**src/rtl/skew_mem.sv**
```systemverilog
// Double-banked DIM x DIM matrix buffer that streams a committed bank as a
// diagonally skewed wavefront, row-major or transposed, one lane per column.
module skew_mem #(
    parameter int BITS = 8,
    parameter int DIM  = 8
) (
    input  logic                    clk,
    input  logic                    rst,
    input  logic                    wr_en,
    input  logic [$clog2(DIM)-1:0]  wr_row,
    input  logic [DIM*BITS-1:0]     wr_data,
    input  logic                    wr_commit,
    input  logic                    start,
    input  logic                    transpose,
    output logic [DIM*BITS-1:0]     out_data,
    output logic [DIM-1:0]          out_valid,
    output logic                    busy,
    output logic                    bank_ready,
    output logic                    wr_full,
    output logic                    done
);
    localparam int RW = $clog2(DIM);
    localparam int TW = $clog2(2*DIM);
    localparam logic [TW-1:0] LAST = TW'(2*DIM-2);

    typedef enum logic {IDLE, STREAM} state_t;

    state_t        state, state_n;
    logic [TW-1:0] t, t_n;
    logic          mode, mode_n;
    logic          wb, wb_n, rb, rb_n;
    logic [1:0]    cnt, cnt_n;
    logic          do_write, do_commit, last_step;

    // Each bank row is stored packed exactly as it arrives on wr_data.
    logic [DIM*BITS-1:0] mem [2][DIM];

    // NOTE: the banks carry no reset; only the pointers and count decide what
    // is valid, so reset simply forgets whatever the banks still hold.
    always_ff @(posedge clk) begin
        if (do_write)
            mem[wb][wr_row] <= wr_data;
    end

    // NOTE: every comb output is defaulted up front so no path infers a latch.
    always_comb begin
        state_n   = state;
        t_n       = t;
        mode_n    = mode;
        wb_n      = wb;
        rb_n      = rb;
        do_write  = wr_en && (cnt != 2'd2);
        do_commit = wr_commit && (cnt != 2'd2);
        last_step = (state == STREAM) && (t == LAST);
        cnt_n     = cnt + 2'(do_commit) - 2'(last_step);
        if (do_commit)
            wb_n = ~wb;
        if (last_step)
            rb_n = ~rb;
        case (state)
            IDLE: begin
                if (start && cnt != 2'd0) begin
                    state_n = STREAM;
                    t_n     = '0;
                    mode_n  = transpose;
                end
            end
            STREAM: begin
                if (last_step) begin
                    // Another bank already counted after this edge: restart with no idle gap.
                    t_n = '0;
                    if (start && cnt_n != 2'd0)
                        mode_n = transpose;
                    else
                        state_n = IDLE;
                end else begin
                    t_n = t + 1'b1;
                end
            end
            default: state_n = IDLE;
        endcase
    end

    // NOTE: sequential state uses non-blocking assignment only, so every
    // register samples the pre-edge values regardless of statement order.
    always_ff @(posedge clk or posedge rst) begin
        if (rst) begin
            state      <= IDLE;
            t          <= '0;
            mode       <= 1'b0;
            wb         <= 1'b0;
            rb         <= 1'b0;
            cnt        <= 2'd0;
            busy       <= 1'b0;
            done       <= 1'b0;
            bank_ready <= 1'b0;
            wr_full    <= 1'b0;
        end else begin
            state      <= state_n;
            t          <= t_n;
            mode       <= mode_n;
            wb         <= wb_n;
            rb         <= rb_n;
            cnt        <= cnt_n;
            busy       <= (state == STREAM);
            done       <= last_step;
            bank_ready <= (cnt_n != 2'd0);
            wr_full    <= (cnt_n == 2'd2);
        end
    end

    // Lane g shows element k = t - g of its row (or column when transposed).
    for (genvar g = 0; g < DIM; g++) begin : g_lane
        logic [BITS-1:0] row_cols [DIM];
        logic [RW-1:0]   k;
        logic            in_range;
        logic [BITS-1:0] lane_val;
        logic [BITS-1:0] data_r;
        logic            valid_r;

        for (genvar h = 0; h < DIM; h++) begin : g_col
            assign row_cols[h] = mem[rb][g][h*BITS +: BITS];
        end

        assign in_range = (state == STREAM) && (int'(t) >= g) && (int'(t) < g + DIM);
        assign k        = RW'(int'(t) - g);
        assign lane_val = mode ? mem[rb][k][g*BITS +: BITS] : row_cols[k];

        always_ff @(posedge clk or posedge rst) begin
            if (rst) begin
                data_r  <= '0;
                valid_r <= 1'b0;
            end else begin
                data_r  <= in_range ? lane_val : '0;
                valid_r <= in_range;
            end
        end

        assign out_data[g*BITS +: BITS] = data_r;
        assign out_valid[g]             = valid_r;
    end
endmodule

```
**config.mk**
```make
export PLATFORM = sky130hd
export DESIGN_NAME = skew_mem
export DESIGN_NICKNAME = d
export VERILOG_FILES = /design/src/rtl/skew_mem.sv
export SDC_FILE = /design/constraint.sdc
export NUM_CORES = 2
export LEC_CHECK = 0
export CAP_MARGIN = 10
export CORE_MARGIN = 5
export CORE_UTILIZATION = 25
export DETAILED_ROUTE_END_ITERATION = 6
export PLACE_DENSITY = 0.49
export SETUP_SLACK_MARGIN = 0.02
export SLEW_MARGIN = 10
export SYNTH_ARGS = -nofsm -noshare
export SYNTH_HDL_FRONTEND = slang
export SYNTH_SLANG_ARGS = --single-unit
```
**constraint.sdc**
```tcl
create_clock -name clk -period 5.5 [get_ports clk]
set_clock_uncertainty 0.05 [all_clocks]
set_input_delay 0.825 -clock clk [delete_from_list [all_inputs] [get_ports clk]]
set_output_delay 0.825 -clock clk [all_outputs]
set_load 0.01 [all_outputs]
```
[Yosys cells after proc, flatten, opt, wreduce, memory -nomap -nowiden]
Memories as Yosys holds them, arrays and structs flattened.
Index checks and enable logic that the tools add are counted.
Word-level totals
  input port bits: 73
  memory bits (writable): 1024
  memories kept: 1
  bits in registers: 86
  logic and storage cells: 183
  output and inout bits: 76
Memory list
  mem: words 2, width 512, rd ports 1, clocked after Yosys merged registers in 0, wr ports 1, RTL line 36  | logic [DIM*BITS-1:0] mem [2][DIM];
Operators by class
  multiplexer cells: 79
  reduce and logical (&&, ||, !) cells: 24
  $add $sub $neg: 10
  bitwise operators: 12
  equal/unequal tests: 6
  magnitude comparators: 25
Operators with widths (number)
  $bmux W64 S3: 8
  $mux W512: 1
  $mux W8: 34
  $bmux W8 S3: 8
  $demux W64 S3: 1
  $mux W64: 3
  $mux W56: 2
  $mux W48: 2
  $mux W40: 2
  $mux W32: 2
  $mux W24: 2
  $ge A4 B4 Y1 const B: 9
  $not A3 Y4: 9
  $lt A4 B4 Y1 const B: 8
  $mux W16: 2
  $logic_and A1 B1 Y1: 21
  $ge A4 B3 Y1 const B: 4
  $sub A3 B3 Y3 const B: 4
  $ge A4 B2 Y1 const B: 2
  $mux W4: 2
  $pmux W4 S2: 1
  $mux W1: 7
  $sub A3 B2 Y3 const B: 2
  $add A4 B1 Y4 const B: 1
  13 further kinds: 19

[Logic depth before layout (Yosys ltp)]
  depth in word-level cells: 9
  mapped depth: 13
  depth with buffers taken out: 11

[Worst setup path after synthesis]
Ideal clock, no wire load.
  kind: input -> register
  start: input wr_row[0]
  end: memory mem[0][448] (netlist name) (enable)
  path buffers: 0
  data required time: 4.885 ns
  arrival time: 5.609 ns
  stages on the path: 2
  slack: -0.724 ns
  setup time: 0.565 ns
  path through: or3_1 -> nor3_1
Between the ends
  cells in the longest elaborated chain, start to end: 6
  elaborated cells on any way between the ends: 7
  those cells by class: order compare (2); mux (3); bitwise (1); reduce/logical (1)
RTL lines
  start, declared: RTL line 10  | input logic [$clog2(DIM)-1:0] wr_row,
  $not A3 Y4 (implied by the code) (*): RTL line 42  | mem[wb][wr_row] <= wr_data;
  $ge A4 B4 Y1 (implied by the code) or $lt A4 B1 Y1 (tied branches): RTL line 42
  $logic_and A1 B1 Y1 (implied by the code): RTL line 42
  $mux W64 (implied by the code): RTL line 42
  $demux W64 S3 (*): RTL line 42
  $mux W512 (implied by the code) (*): RTL line 42
  end, declared: RTL line 36
Every way passes the cells marked *; elsewhere a longest branch is shown, timed or not.

[Worst setup path in the final report]
  start: register t[1]
  end: register g_lane[5].data_r[5]
Between the ends
  cells in the longest elaborated chain, start to end: 7
  elaborated cells on any way between the ends: 14
  those cells by class: add/sub (1); order compare (2); mux (8); bitwise (1); reduce/logical (2)
RTL lines
  start, declared: RTL line 29  | logic [TW-1:0] t, t_n;
  start signal, assigned: RTL line 100  | t <= t_n;
  $sub A3 B3 Y3: RTL line 126  | assign k = RW'(int'(t) - g);
  $not A3 Y4 (implied by the code): RTL line 127  | assign lane_val = mode ? mem[rb][k][g*BITS +: BITS] : row_cols[k];
  $bmux W8 S3 or $bmux W64 S3 (tied branches): RTL line 127
  $mux W8 (implied by the code) or $mux W48 (tied branches) (2 in series): RTL line 127
  $mux W8: RTL line 127
  $mux W8 (*): RTL line 134  | data_r <= in_range ? lane_val : '0;
  end signal, assigned: RTL line 134
  end, declared: RTL line 118  | logic [BITS-1:0] data_r;
Every way passes the cells marked *; elsewhere a longest branch is shown, timed or not. The select of a mux whose other input is x is not followed.
A chain may end at the register's enable or synchronous reset.

==> impl_results.md <==
- Outcome: complete, no violations
- Worst Setup End Kind: flop
- Via count: 30,500
- Cell with the most instances after synthesis: edfxtp_1
- Synth Area in Compound Gates: 7.95%
- Main combinational cell family by area after synthesis: multiplexers
- Leakage: 18.9 nW
- Post-Synth XOR/XNOR Area: 0.188%
- Clock Sinks: 1,110
- Final Cycle Share: 67.9%
- Clock Latency Late Sink: 0.76 ns
- DP Cell Count: 5,711
- RePlAce Congestion: 0.875
- Die Area: 206,000 um2
- Worst Tran Pin Value: 1.19 ns
- Avg Inst Size Synth: 16.3 um2
- Drt pass-1 iters: 7
- Vias in the first global route: 30,700
- 1st-iter DRT viols: 3,164
- RSZ-0062 raised after global routing: no
- Sequential area share after synthesis: 66.7%
- IO buf count: 148
- Synth top area share: 62.3%
- Post-synth ARST share: 7.75%
- Die X: 454 um
- Most frequent cells after synthesis: edfxtp_1, mux2i_1, mux4_2
- EDFF count, synth: 1,024
- # DRC: 0
- Die Y-Extent: 454 um
- Relative slew slack: 20.8%
- CTS max path bufs: 3
- First-pass GRT wire length: 251,000 um
- Synthesized area: 49,300 um2
- Area leader, netlist: edfxtp_1
- H-tree depth: 4
- Library cells used by synthesis: 76
- WP data arrival: 4.37 ns
- Dpl hpwl: 119,000 um
- Pwr Density: 588 nW/um2
- Worst r2r src: t[1]
- Clk slew on worst S/H paths: 0.06 ns
- Non-filler instance count after layout: 5,959
- # Max-Cap Violations: 0
- Worst hold path class: in -> async
- Crit path max fanout: 37
- Gate Count Post-Synth: 3,028
- Vias per cell: 5.12
- Crit path launch type: flop
- Area share of fa/ha/maj cells after synthesis: 0.178%
- WS Path Type: reg -> reg
- Largest cells by area after synthesis: edfxtp_1, mux4_2, mux2i_1, dfrtp_1, mux2_2
- FF+latch count, synth: 1,110
- Max Clk Rate: 268 MHz
- # IOs: 149
- Total GRT Usage: 17.3%
- Synth Area in Simple Gates: 4.26%
- Core area: 197,000 um2
- Final wirelength: 182,000 um
- Synth-to-Final Area Change: 18.1%
- Root Buffer: clkbuf_16
- Peak supply drop: 0.464 mV
- CP Launch Point: t[1]
- Antenna violations before repair: 14
- Syn nets: 3,108
- Min Tclk post-route: 3.73 ns
- Primary FF master, synth: edfxtp_1
- Fin. Hold Viols: 0
- CTS tree: built
- Setup violators final: 0
- Avg WL per Cell: 30.5 um
- Site Rows: 163
- Global route total overflow: 0
- Cts repair resizes: 0
- Layout Nets: 3,285
- Slew Viols, Final: 0
- Postcts setup bufs: 0
- Setup TNS: 0 ns
- CTS Hold Bufs: 0
- Routed Antenna Nets: 0
- Fraction of layout cells with a size suffix above 1: 20.6%
- CTS buffer count: 132
- Initial Utilization: 25.1%
- Required @ worst endpoint: 6.14 ns
- Pin count of the biggest net entering global routing: 90
- Multiplexer area fraction after synthesis: 17.8%
- Synth Warn #: 0
==> report_power, final <==
group,internal (mW),total [mW],switching (mW)
clock network,5.02,8.55,3.54
registers,9.83,10.4,0.583
logic,5.38,15.3,9.88
total,20.2,34.2,14.0
==> per-stage QoR <==
| stage | power, mW | area [um2] | utilization [%] | setup WS [ns] | hold slack (ns) |
|---|---|---|---|---|---|
| 3_3_place_gp | 25.8 | 54000 | 27.4 | 1.68 | 0.530 |
| 3_5_place_dp | 25.7 | 54000 | 27.4 | 1.67 | 0.524 |
| 2_1_floorplan | 19.2 | 49300 | - | 0.993 | 0.299 |
| 4_1_cts | 34.3 | 58200 | 29.6 | 1.82 | 0.498 |
| 6_report | 34.2 | 58200 | 29.6 | 1.77 | 0.474 |
| 5_1_grt | 35.4 | 58200 | 29.6 | 1.72 | 0.518 |
==> critical path, stage by stage, from the launching register on <==
cell and delay, ns:
dfrtp_4 0.61, inv_2 0.13, buf_4 0.62, ha_1 0.29, inv_1 0.04, a211o_1 0.31
a211oi_2 0.85, buf_4 0.34, a21boi_0 0.26, a32o_1 0.17
==> metal layers <==
metal	up-vias	part of all wire, %	global-route usage, %
li1	12600	-	-
met4	6	3.5	5.86
met1	16300	41	22.3
met2	1332	49	29.1
met3	310	6.8	3.33
met5	-	0.027	0
==> sequential cells by signal, indices dropped and copies added (netlist names) <==
signal          flops
mem              1024
g_lane.data_r      64
g_lane.valid_r      8
t                   4
cnt                 2
bank_ready          1
busy                1
done                1
mode                1
rb                  1
state               1
wb                  1
wr_full             1
==> cell usage in the layout, fill, tap and decap left out, drive strengths merged, types with 14 or more instances in the layout <==
cell type         n
o211ai           38
mux2            138
a21oi           110
o22ai            50
clkinv           44
o21ai           135
a22oi            20
inv              20
buf             109
nor2            149
mux4            195
clkbuf          182
a31oi            18
o21a             14
dfrtp            86
mux2i           285
clkdlybuf4s50   148
nand2b           18
nand2           173
nor2b            19
edfxtp         1024
a221oi           33
nor3             34
a211oi           34
nand3            20
==> path summary, 6_finish.rpt <==
kind	endpoint	cells past startpoint	slack, ns
max	g_lane[5].data_r[5]	9	1.77
min in group clk	cnt[0]	1	0.54
max reg2reg	g_lane[5].data_r[5]	9	1.77
min	g_lane[4].data_r[5]	2	0.47
max in group asynchronous	t[1]	3	3.73
min reg2reg	cnt[0]	1	0.54
==> final cells by class <==
| type | count | area, um2 |
|---|---|---|
| Clock buffer | 182 | 3640 |
| Timing Repair Buffer | 257 | 2520 |
| Inverter | 16 | 65.1 |
| Antenna cell | 8 | 20.0 |
| Tap cell | 2640 | 3300 |
| Sequential cell | 1110 | 32900 |
| Clock inverter | 58 | 566 |
| Multi-Input combinational cell | 1688 | 15200 |
| Fill cell | 19500 | 139000 |
==> cell families after synthesis <==
kind of cell / Yosys count
AND/OR/NAND/NOR: 472
multiplexers: 618
flip-flops: 1110
XOR/XNOR: 8
buffers and inverters: 230
adder cells (fa/ha/maj): 7
AO/OA/AOI/OAI: 583
(Power assumes the default switching activity.)
